$ cat config.mk
export PLATFORM = sky130hd
export DESIGN_NAME = instr_encoder
export DESIGN_NICKNAME = d
export VERILOG_FILES = /design/src/rtl/instr_encoder.sv
export SDC_FILE = /design/constraint.sdc
export NUM_CORES = 1
export LEC_CHECK = 0
export BUFFER_PORTS_ARGS = -buffer_cell sky130_fd_sc_hd__buf_2
export CAP_MARGIN = 15
export CORE_ASPECT_RATIO = 0.5
export CORE_MARGIN = 2
export CORE_UTILIZATION = 29
export CTS_CLUSTER_SIZE = 10
export DETAILED_ROUTE_END_ITERATION = 10
export PLACE_DENSITY = 0.55
export SYNTH_ARGS = -nofsm -noshare
export SYNTH_HDL_FRONTEND = slang
export SYNTH_SLANG_ARGS = --single-unit
$ cat constraint.sdc
create_clock -name clk -period 6.2 [get_ports clk]
set_input_delay 1.55 -clock clk [delete_from_list [all_inputs] [get_ports clk]]
set_output_delay 1.55 -clock clk [all_outputs]
set_load 0.02 [all_outputs]
$ cat src/rtl/instr_encoder.sv
// MIPS instruction encoder: turns mnemonic-level requests into 32-bit words
// and streams them into instruction memory through a stalling write port.
module instr_encoder #(
  parameter int ADDR_W = 10
) (
  input  logic              clk,
  input  logic              rst_n,
  input  logic              in_valid,
  output logic              in_ready,
  input  logic [5:0]        in_op,
  input  logic [4:0]        in_rs,
  input  logic [4:0]        in_rt,
  input  logic [4:0]        in_rd,
  input  logic [4:0]        in_sa,
  input  logic [31:0]       in_imm,
  input  logic [25:0]       in_target,
  input  logic              addr_load,
  input  logic [ADDR_W-1:0] addr_base,
  output logic              imem_we,
  output logic [ADDR_W-1:0] imem_addr,
  output logic [31:0]       imem_wdata,
  input  logic              imem_ready,
  output logic [ADDR_W:0]   word_count,
  output logic              full,
  output logic              err_illegal,
  output logic              err_overflow,
  input  logic              err_clr
);
  typedef enum logic [1:0] {IDLE, EMIT, EMIT2} state_t;

  localparam logic [ADDR_W:0] DEPTH = {1'b1, {ADDR_W{1'b0}}};

  state_t              state_q, state_d;
  logic [31:0]         wdata_q, wdata_d;
  logic [31:0]         word2_q, word2_d;
  logic                two_q, two_d;
  logic [ADDR_W-1:0]   addr_q, addr_d;
  logic [ADDR_W:0]     count_q, count_d;
  logic                ill_q, ill_d;
  logic                ovf_q, ovf_d;

  logic [31:0] enc_w1, enc_w2;
  logic        enc_two, enc_legal;
  logic [4:0]  rs_f, rt_f, rd_f, sa_f;
  logic [5:0]  func, opc;

  // Field encoder: purely combinational on the request inputs.
  always_comb begin
    enc_w1    = '0;
    enc_w2    = '0;
    enc_two   = 1'b0;
    enc_legal = 1'b1;
    rs_f      = in_rs;
    rt_f      = in_rt;
    rd_f      = in_rd;
    sa_f      = in_sa;
    func      = '0;
    opc       = '0;
    case (in_op)
      6'd0:  func = 6'b100000;
      6'd1:  func = 6'b100001;
      6'd2:  func = 6'b100010;
      6'd3:  func = 6'b100011;
      6'd4:  func = 6'b100100;
      6'd5:  func = 6'b100101;
      6'd6:  func = 6'b100110;
      6'd7:  func = 6'b100111;
      6'd8:  func = 6'b101010;
      6'd9:  func = 6'b101011;
      6'd10: func = 6'b000000;
      6'd11: func = 6'b000010;
      6'd12: func = 6'b000011;
      6'd13: func = 6'b000100;
      6'd14: func = 6'b000110;
      6'd15: func = 6'b000111;
      6'd16: func = 6'b001000;
      6'd17: func = 6'b001001;
      6'd18: opc  = 6'b100011;
      6'd19: opc  = 6'b101011;
      6'd20: opc  = 6'b001000;
      6'd21: opc  = 6'b001001;
      6'd22: opc  = 6'b001100;
      6'd23: opc  = 6'b001101;
      6'd24: opc  = 6'b001110;
      6'd25: opc  = 6'b001111;
      6'd26: opc  = 6'b000001;
      6'd27: opc  = 6'b000001;
      6'd28: opc  = 6'b000100;
      6'd29: opc  = 6'b000101;
      6'd30: opc  = 6'b000110;
      6'd31: opc  = 6'b000111;
      6'd32: opc  = 6'b000010;
      6'd33: opc  = 6'b000011;
      default: ;
    endcase

    if (in_op <= 6'd17) begin
      if (in_op inside {6'd10, 6'd11, 6'd12}) rs_f = '0;
      else                                    sa_f = '0;
      if (in_op == 6'd16) begin
        rt_f = '0;
        rd_f = '0;
      end
      if (in_op == 6'd17) rt_f = '0;
      enc_w1 = {6'b000000, rs_f, rt_f, rd_f, sa_f, func};
    end else if (in_op <= 6'd31) begin
      if (in_op == 6'd25) rs_f = '0;
      if (in_op inside {6'd26, 6'd30, 6'd31}) rt_f = 5'd0;
      if (in_op == 6'd27) rt_f = 5'd1;
      enc_w1 = {opc, rs_f, rt_f, in_imm[15:0]};
    end else if (in_op <= 6'd33) begin
      enc_w1 = {opc, in_target};
    end else if (in_op == 6'd34) begin
      enc_w1 = 32'h0;
    end else if (in_op == 6'd35) begin
      // LI: zero low half (including v==0) needs only the LUI
      if (in_imm[15:0] == 16'h0) begin
        enc_w1 = {6'b001111, 5'd0, in_rt, in_imm[31:16]};
      end else if (in_imm[31:16] == 16'h0) begin
        enc_w1 = {6'b001101, 5'd0, in_rt, in_imm[15:0]};
      end else begin
        enc_w1  = {6'b001111, 5'd0, in_rt, in_imm[31:16]};
        enc_w2  = {6'b001101, in_rt, in_rt, in_imm[15:0]};
        enc_two = 1'b1;
      end
    end else begin
      enc_legal = 1'b0;
    end
  end

  assign full         = (count_q == DEPTH);
  assign in_ready     = (state_q == IDLE);
  assign imem_we      = (state_q != IDLE) && !full;
  assign imem_addr    = addr_q;
  assign imem_wdata   = wdata_q;
  assign word_count   = count_q;
  assign err_illegal  = ill_q;
  assign err_overflow = ovf_q;

  always_comb begin
    state_d = state_q;
    wdata_d = wdata_q;
    word2_d = word2_q;
    two_d   = two_q;
    addr_d  = addr_q;
    count_d = count_q;
    ill_d   = err_clr ? 1'b0 : ill_q;
    ovf_d   = err_clr ? 1'b0 : ovf_q;
    case (state_q)
      IDLE: begin
        if (addr_load) begin
          addr_d  = addr_base;
          count_d = '0;
        end
        if (in_valid) begin
          if (enc_legal) begin
            wdata_d = enc_w1;
            word2_d = enc_w2;
            two_d   = enc_two;
            state_d = EMIT;
          end else begin
            ill_d = 1'b1;
          end
        end
      end
      EMIT, EMIT2: begin
        // A full memory drops the word without waiting for the port.
        if (full || imem_ready) begin
          if (full) begin
            ovf_d = 1'b1;
          end else begin
            addr_d  = addr_q + 1'b1;
            count_d = count_q + 1'b1;
          end
          if (state_q == EMIT && two_q) begin
            state_d = EMIT2;
            wdata_d = word2_q;
            two_d   = 1'b0;
          end else begin
            state_d = IDLE;
          end
        end
      end
      default: state_d = IDLE;
    endcase
  end

  always_ff @(posedge clk or negedge rst_n) begin
    if (!rst_n) begin
      state_q <= IDLE;
      wdata_q <= '0;
      word2_q <= '0;
      two_q   <= 1'b0;
      addr_q  <= '0;
      count_q <= '0;
      ill_q   <= 1'b0;
      ovf_q   <= 1'b0;
    end else begin
      state_q <= state_d;
      wdata_q <= wdata_d;
      word2_q <= word2_d;
      two_q   <= two_d;
      addr_q  <= addr_d;
      count_q <= count_d;
      ill_q   <= ill_d;
      ovf_q   <= ovf_d;
    end
  end
endmodule

# Word level (Yosys, flattened, before mapping)
# Cells that the tools add are included.
[op_classes] addsub=2 magnitude_cmp=3 eq_ne=44 muxes=67 n_reduce_logical=18
[ops] op="$mux W30" count=9
[ops] op="$mux W32" count=7
[ops] op="$pmux W6 S17" count=1
[ops] op="$eq A6 B5 Y1 const B" count=16
[ops] op="$pmux W6 S15" count=1
[ops] op="$pmux W32 S2" count=1
[ops] op="$mux W28" count=2
[ops] op="$eq A6 B4 Y1 const B" count=8
[ops] op="$mux W5" count=8
[ops] op="$mux W11" count=3
[ops] op="$logic_not A16 Y1" count=2
[ops] op="$mux W10" count=3
[ops] op="$eq A6 B3 Y1 const B" count=4
[ops] op="$eq A6 B6 Y1 const B" count=4
[ops] op="$mux W1" count=24
[ops] op="$pmux W11 S2" count=1
[ops] op="$pmux W10 S2" count=1
[ops] op="$eq A6 B2 Y1 const B" count=2
[ops] op="$le A6 B5 Y1 const B" count=2
[ops] op="$add A11 B1 Y11 const B" count=1
[ops] op="$eq A11 B11 Y1 const B" count=1
[ops] op="$add A10 B1 Y10 const B" count=1
[ops] op="$mux W2" count=4
[ops] op="$ne A2 B2 Y1 const B" count=4
[ops] op="other kinds (18)" count=24
[totals] regBits=90 output_inout_bits=58 wordCells=142

# Logic depth before layout (Yosys ltp)
[depth] word_depth=11 depth_mapped=9 mapped_depth_nobuf=7

# Worst setup path after synthesis
# OpenSTA, ideal clock, no wires.
[synth_timing] kind="reg2out" start="register count_q[7] (netlist: word_count[7])" end="output port imem_we" arrival_time_ns=2.127 required_time_ns=4.650 slack_ns=2.523 path_stages_with_launch=4 path_buffers=0 cell_sequence="dfrtp_1 -> or4_4 -> nor4_1 -> nor2_1"
[synth_via] elab_chain_len=3
[synth_lines] item="from (decl)" line="38" rtl="logic [ADDR_W:0] count_q, count_d;"
[synth_lines] item="from (signal assigned)" line="204" rtl="count_q <= count_d;"
[synth_lines] item="$eq A11 B11 Y1" line="131" rtl="assign full = (count_q == DEPTH);"
[synth_lines] item="named net full" line="24" rtl="output logic full,"
[synth_lines] item="$logic_not A1 Y1" line="133" rtl="assign imem_we = (state_q != IDLE) && !full;"
[synth_lines] item="$logic_and A1 B1 Y1" line="133"
[synth_lines] item="to (decl)" line="19" rtl="output logic imem_we,"
# The timed path passes the listed nets, and every way through them passes these cells.

# Worst setup path in the final report
[layout_timing] start="input port in_op[2]" end="register wdata_q[16] (netlist: imem_wdata[16])"
[layout_via] elab_chain_len=9 word_cells_on_any_way=31 cone_classes="3 x order compare; 9 x eq/ne; 17 x mux; 2 x reduce/logical"
[layout_lines] item="from (decl)" line="10" rtl="input logic [5:0] in_op,"
[layout_lines] item="$eq A6 B5 Y1 / $eq A6 B6 Y1 (equally long branches)" line="108, 115"
[layout_lines] item="$reduce_bool A3 Y1 / $mux W30 (equally long branches)" line="108, 115"
[layout_lines] item="$mux W5 / $mux W30 (equally long branches)" line="108, 113"
[layout_lines] item="$mux W5 / $mux W32 (equally long branches)" line="109, 111"
[layout_lines] item="$mux W32" line="106" rtl="end else if (in_op <= 6'd31) begin"
[layout_lines] item="$mux W32" line="97" rtl="if (in_op <= 6'd17) begin"
[layout_lines] item="$mux W32" line="156" rtl="if (enc_legal) begin"
[layout_lines] item="$mux W32" line="155" rtl="if (in_valid) begin"
[layout_lines] item="$pmux W32 S2" line="149" rtl="case (state_q)"
[layout_lines] item="to (signal assigned)" line="200" rtl="wdata_q <= wdata_d;"
[layout_lines] item="to (decl)" line="34" rtl="logic [31:0] wdata_q, wdata_d;"
# Several ways; a longest one is shown, not always the timed one. The select of a mux whose other input is x is not followed.
# A chain may end at the register's enable or synchronous reset.

==> flow_summary.json <==
{
  "core_region_area_sq_um": 17300,
  "synth_seq_cells": 79,
  "cts_hold_buf": 0,
  "drive_above_1_share_pct": 29.3,
  "post-cts-setup-buffer-count": 0,
  "path_delay_family": "compound AO/OA/AOI/OAI gates",
  "power_mw": 2.31,
  "tightest_slew_ns": 0.954,
  "synth_cell_types": 73,
  "synth_fp_nets": 674,
  "end_kind": "flip-flop",
  "async_flop_share_pct": 100,
  "netlist_top_cells_area": "dfrtp_1 (39%), a21oi_1 (5.0%), nand2_1 (4.3%)",
  "required_ns": 6.42,
  "grt_max_degree": 54,
  "ir_drop_uv": 172,
  "period_minus_slack_ns": 3.74,
  "netlist_area_sq_um": 5110,
  "status": "finished, final reports clean",
  "setup.worst_path.class": "input port to flip-flop",
  "drc": 0,
  "dr_total_vias": 5264,
  "hold_viol": 0,
  "ant_nets": 0,
  "antenna_found_initial": 0,
  "wl_mm": 17.9,
  "cts_made_buffers": 9,
  "ys.flop_type": "dfrtp_1",
  "cp-start-kind": "input port",
  "drv_slew": 0,
  "ctsResizeCount": 0,
  "die_w_microns": 192,
  "cts_buffer_depth": 2,
  "dr.pass1.iters": 5,
  "crit_slowest_cell": "a311oi_4",
  "grt_pass1_wl_mm": 28.2,
  "cts_tree": "built",
  "hpwlAfterDp_mm": 12.9,
  "core.rowCount": 34,
  "crit_chain": "buf_2 > or4b_4 > a311oi_4 > a21o_2 > mux2_2",
  "grt_setup_unrepaired": "false",
  "io_buffers": 156,
  "fin_skew_ns": 0.00738,
  "overflow": 0,
  "grt_usage_pct": 19.2,
  "maxCapViolCount": 0,
  "cpPeakStageDelay_ns": 0.72,
  "post_drt_wl_per_cell_microns": 19.2,
  "path_buf_inv": 1,
  "die-area_sq_um": 18800,
  "grt_pass1_vias": 4976,
  "yosys.cell_count.top_type": "dfrtp_1",
  "placed_area_sq_um": 6000,
  "ctsRootBufferMaster": "clkbuf_16",
  "vias_per_cell": 5.62,
  "final_core_util_pct": 36.7,
  "syn-mean-instance-area_sq_um": 8.99,
  "drt_iter0_markers": 386,
  "initial_core_util_pct": 29.5,
  "tns_ns": 0,
  "synth_top_area_share_pct": 38.7,
  "slew_headroom_pct": 36.2,
  "yosys.area.top_type": "dfrtp_1",
  "worstSkewPairLatency_ns": 0.34,
  "nets": 803,
  "die_h_microns": 97.9,
  "p_leak_nw": 2.92,
  "setup_violations": 0,
  "stdcell_area_sq_um": 6360,
  "syn2layout_area_growth_pct": 24.3,
  "diodes": 0,
  "clock-sinks": 79,
  "power.density_nw_per_um2": 363,
  "cp.arrival_ns": 3.96,
  "cp_max_fo": 22,
  "clk_pin_slew_ns": 0.06,
  "ys_seq_area_share_pct": 38.7,
  "h-tree-depth": 3,
  "ios": 158,
  "worstHoldPathType": "flip-flop to flip-flop",
  "synth-edff-count": 0,
  "synthCells": 569,
  "ys_top_cells_by_count": "dfrtp_1 (79), nand2_1 (59), a21oi_1 (51), o21ai_0 (34), clkbuf_1 (27)",
  "period_share_pct": 60.3,
  "fmax_ghz": 0.267,
  "ys_warn_count": 0,
  "gp_congestion": 0.849
}
[layout by cell type (no fill, tap or decap), types with 8 or more instances in the layout]
master     count
a21o_1        15
a21oi_1       51
a221o_1        9
a221oi_1      12
a22o_1        23
a2bb2oi_1     13
buf_2        155
clkbuf_16      9
dfrtp_1       79
inv_1         18
mux2i_1        8
nand2_1       59
nand2b_1      11
nand3_1       20
nor2_1        24
nor4_1        11
o21ai_0       34
[metal layers]
layer	global-route usage, %	share of wire [%]	vias up
li1	-	-	2440
met1	27.5	47	2564
met2	28.6	44	235
met3	4.74	6.8	25
met4	5.33	1.7	0
met5	0	0	-
[path summary, 6_finish.rpt]
check / start / end / slack [ns] / cells past startpoint
min in group asynchronous: rst_n / imem_wdata[6] / 1.12 / 1
worst max register to register: state_q[1] / imem_wdata[3] / 3.21 / 7
worst min register to register: word2_q[28] / word2_q[28] / 0.48 / 1
max in group asynchronous: rst_n / imem_addr[1] / 4.02 / 2
worst max-delay path: in_op[2] / imem_wdata[16] / 2.46 / 5
worst min-delay path: word2_q[28] / word2_q[28] / 0.48 / 1
[cell type report]
cell class	instances	area (sq um)
well taps	234	293
inverters	18	67.6
fillers	1817	11000
multi-input cells	426	2840
flip-flops and latches	79	1980
clock inverters	5	83.8
repair buffers	164	865
clock buffers	10	229
[flip-flops by register name, indices dropped and copies added, names as in the netlist]
register	cells
imem_addr	10
word2_q	22
err_illegal	1
state_q	2
imem_wdata	31
err_overflow	1
two_q	1
word_count	11
[logic make-up after synthesis]
family	after synthesis	share of synthesized area, %
AND/OR/NAND/NOR	188	19.9
XOR/XNOR	1	0.171
other	1	0.0733
adder cells (fa/ha/maj)	5	1.22
flip-flops	79	38.7
buffers and inverters	64	5.73
AO/OA/AOI/OAI	220	32.0
multiplexers	11	2.23
[through the flow]
stage	std cells	hold slack, ns	setup WS (ns)
6_report	936	0.479	2.46
3_3_place_gp	918	0.459	2.15
4_1_cts	933	0.481	2.45
2_1_floorplan	569	0.449	2.52
3_5_place_dp	918	0.459	2.10
5_1_grt	936	0.497	2.35
[where the power goes]
| group | internal [mW] | total, mW | leakage, nW | switching, mW |
|---|---|---|---|---|
| Combinational | 0.339 | 0.952 | 1.74 | 0.613 |
| Sequential | 0.659 | 0.786 | 1.03 | 0.127 |
| Clock | 0.351 | 0.569 | 0.145 | 0.217 |
| Total | 1.35 | 2.31 | 2.92 | 0.958 |
[worst reg2reg max path: cells and delay by family, from the launching register on]
family                     cells  cell delay (ns)
adders and majority gates      1             0.28
DFF                            1             0.36
AOI/OAI and AO/OA              2             0.81
buffers and inverters          2             0.52
and+or+nand+nor                2             0.89
No activity file was read; power rests on OpenSTA's default activity.
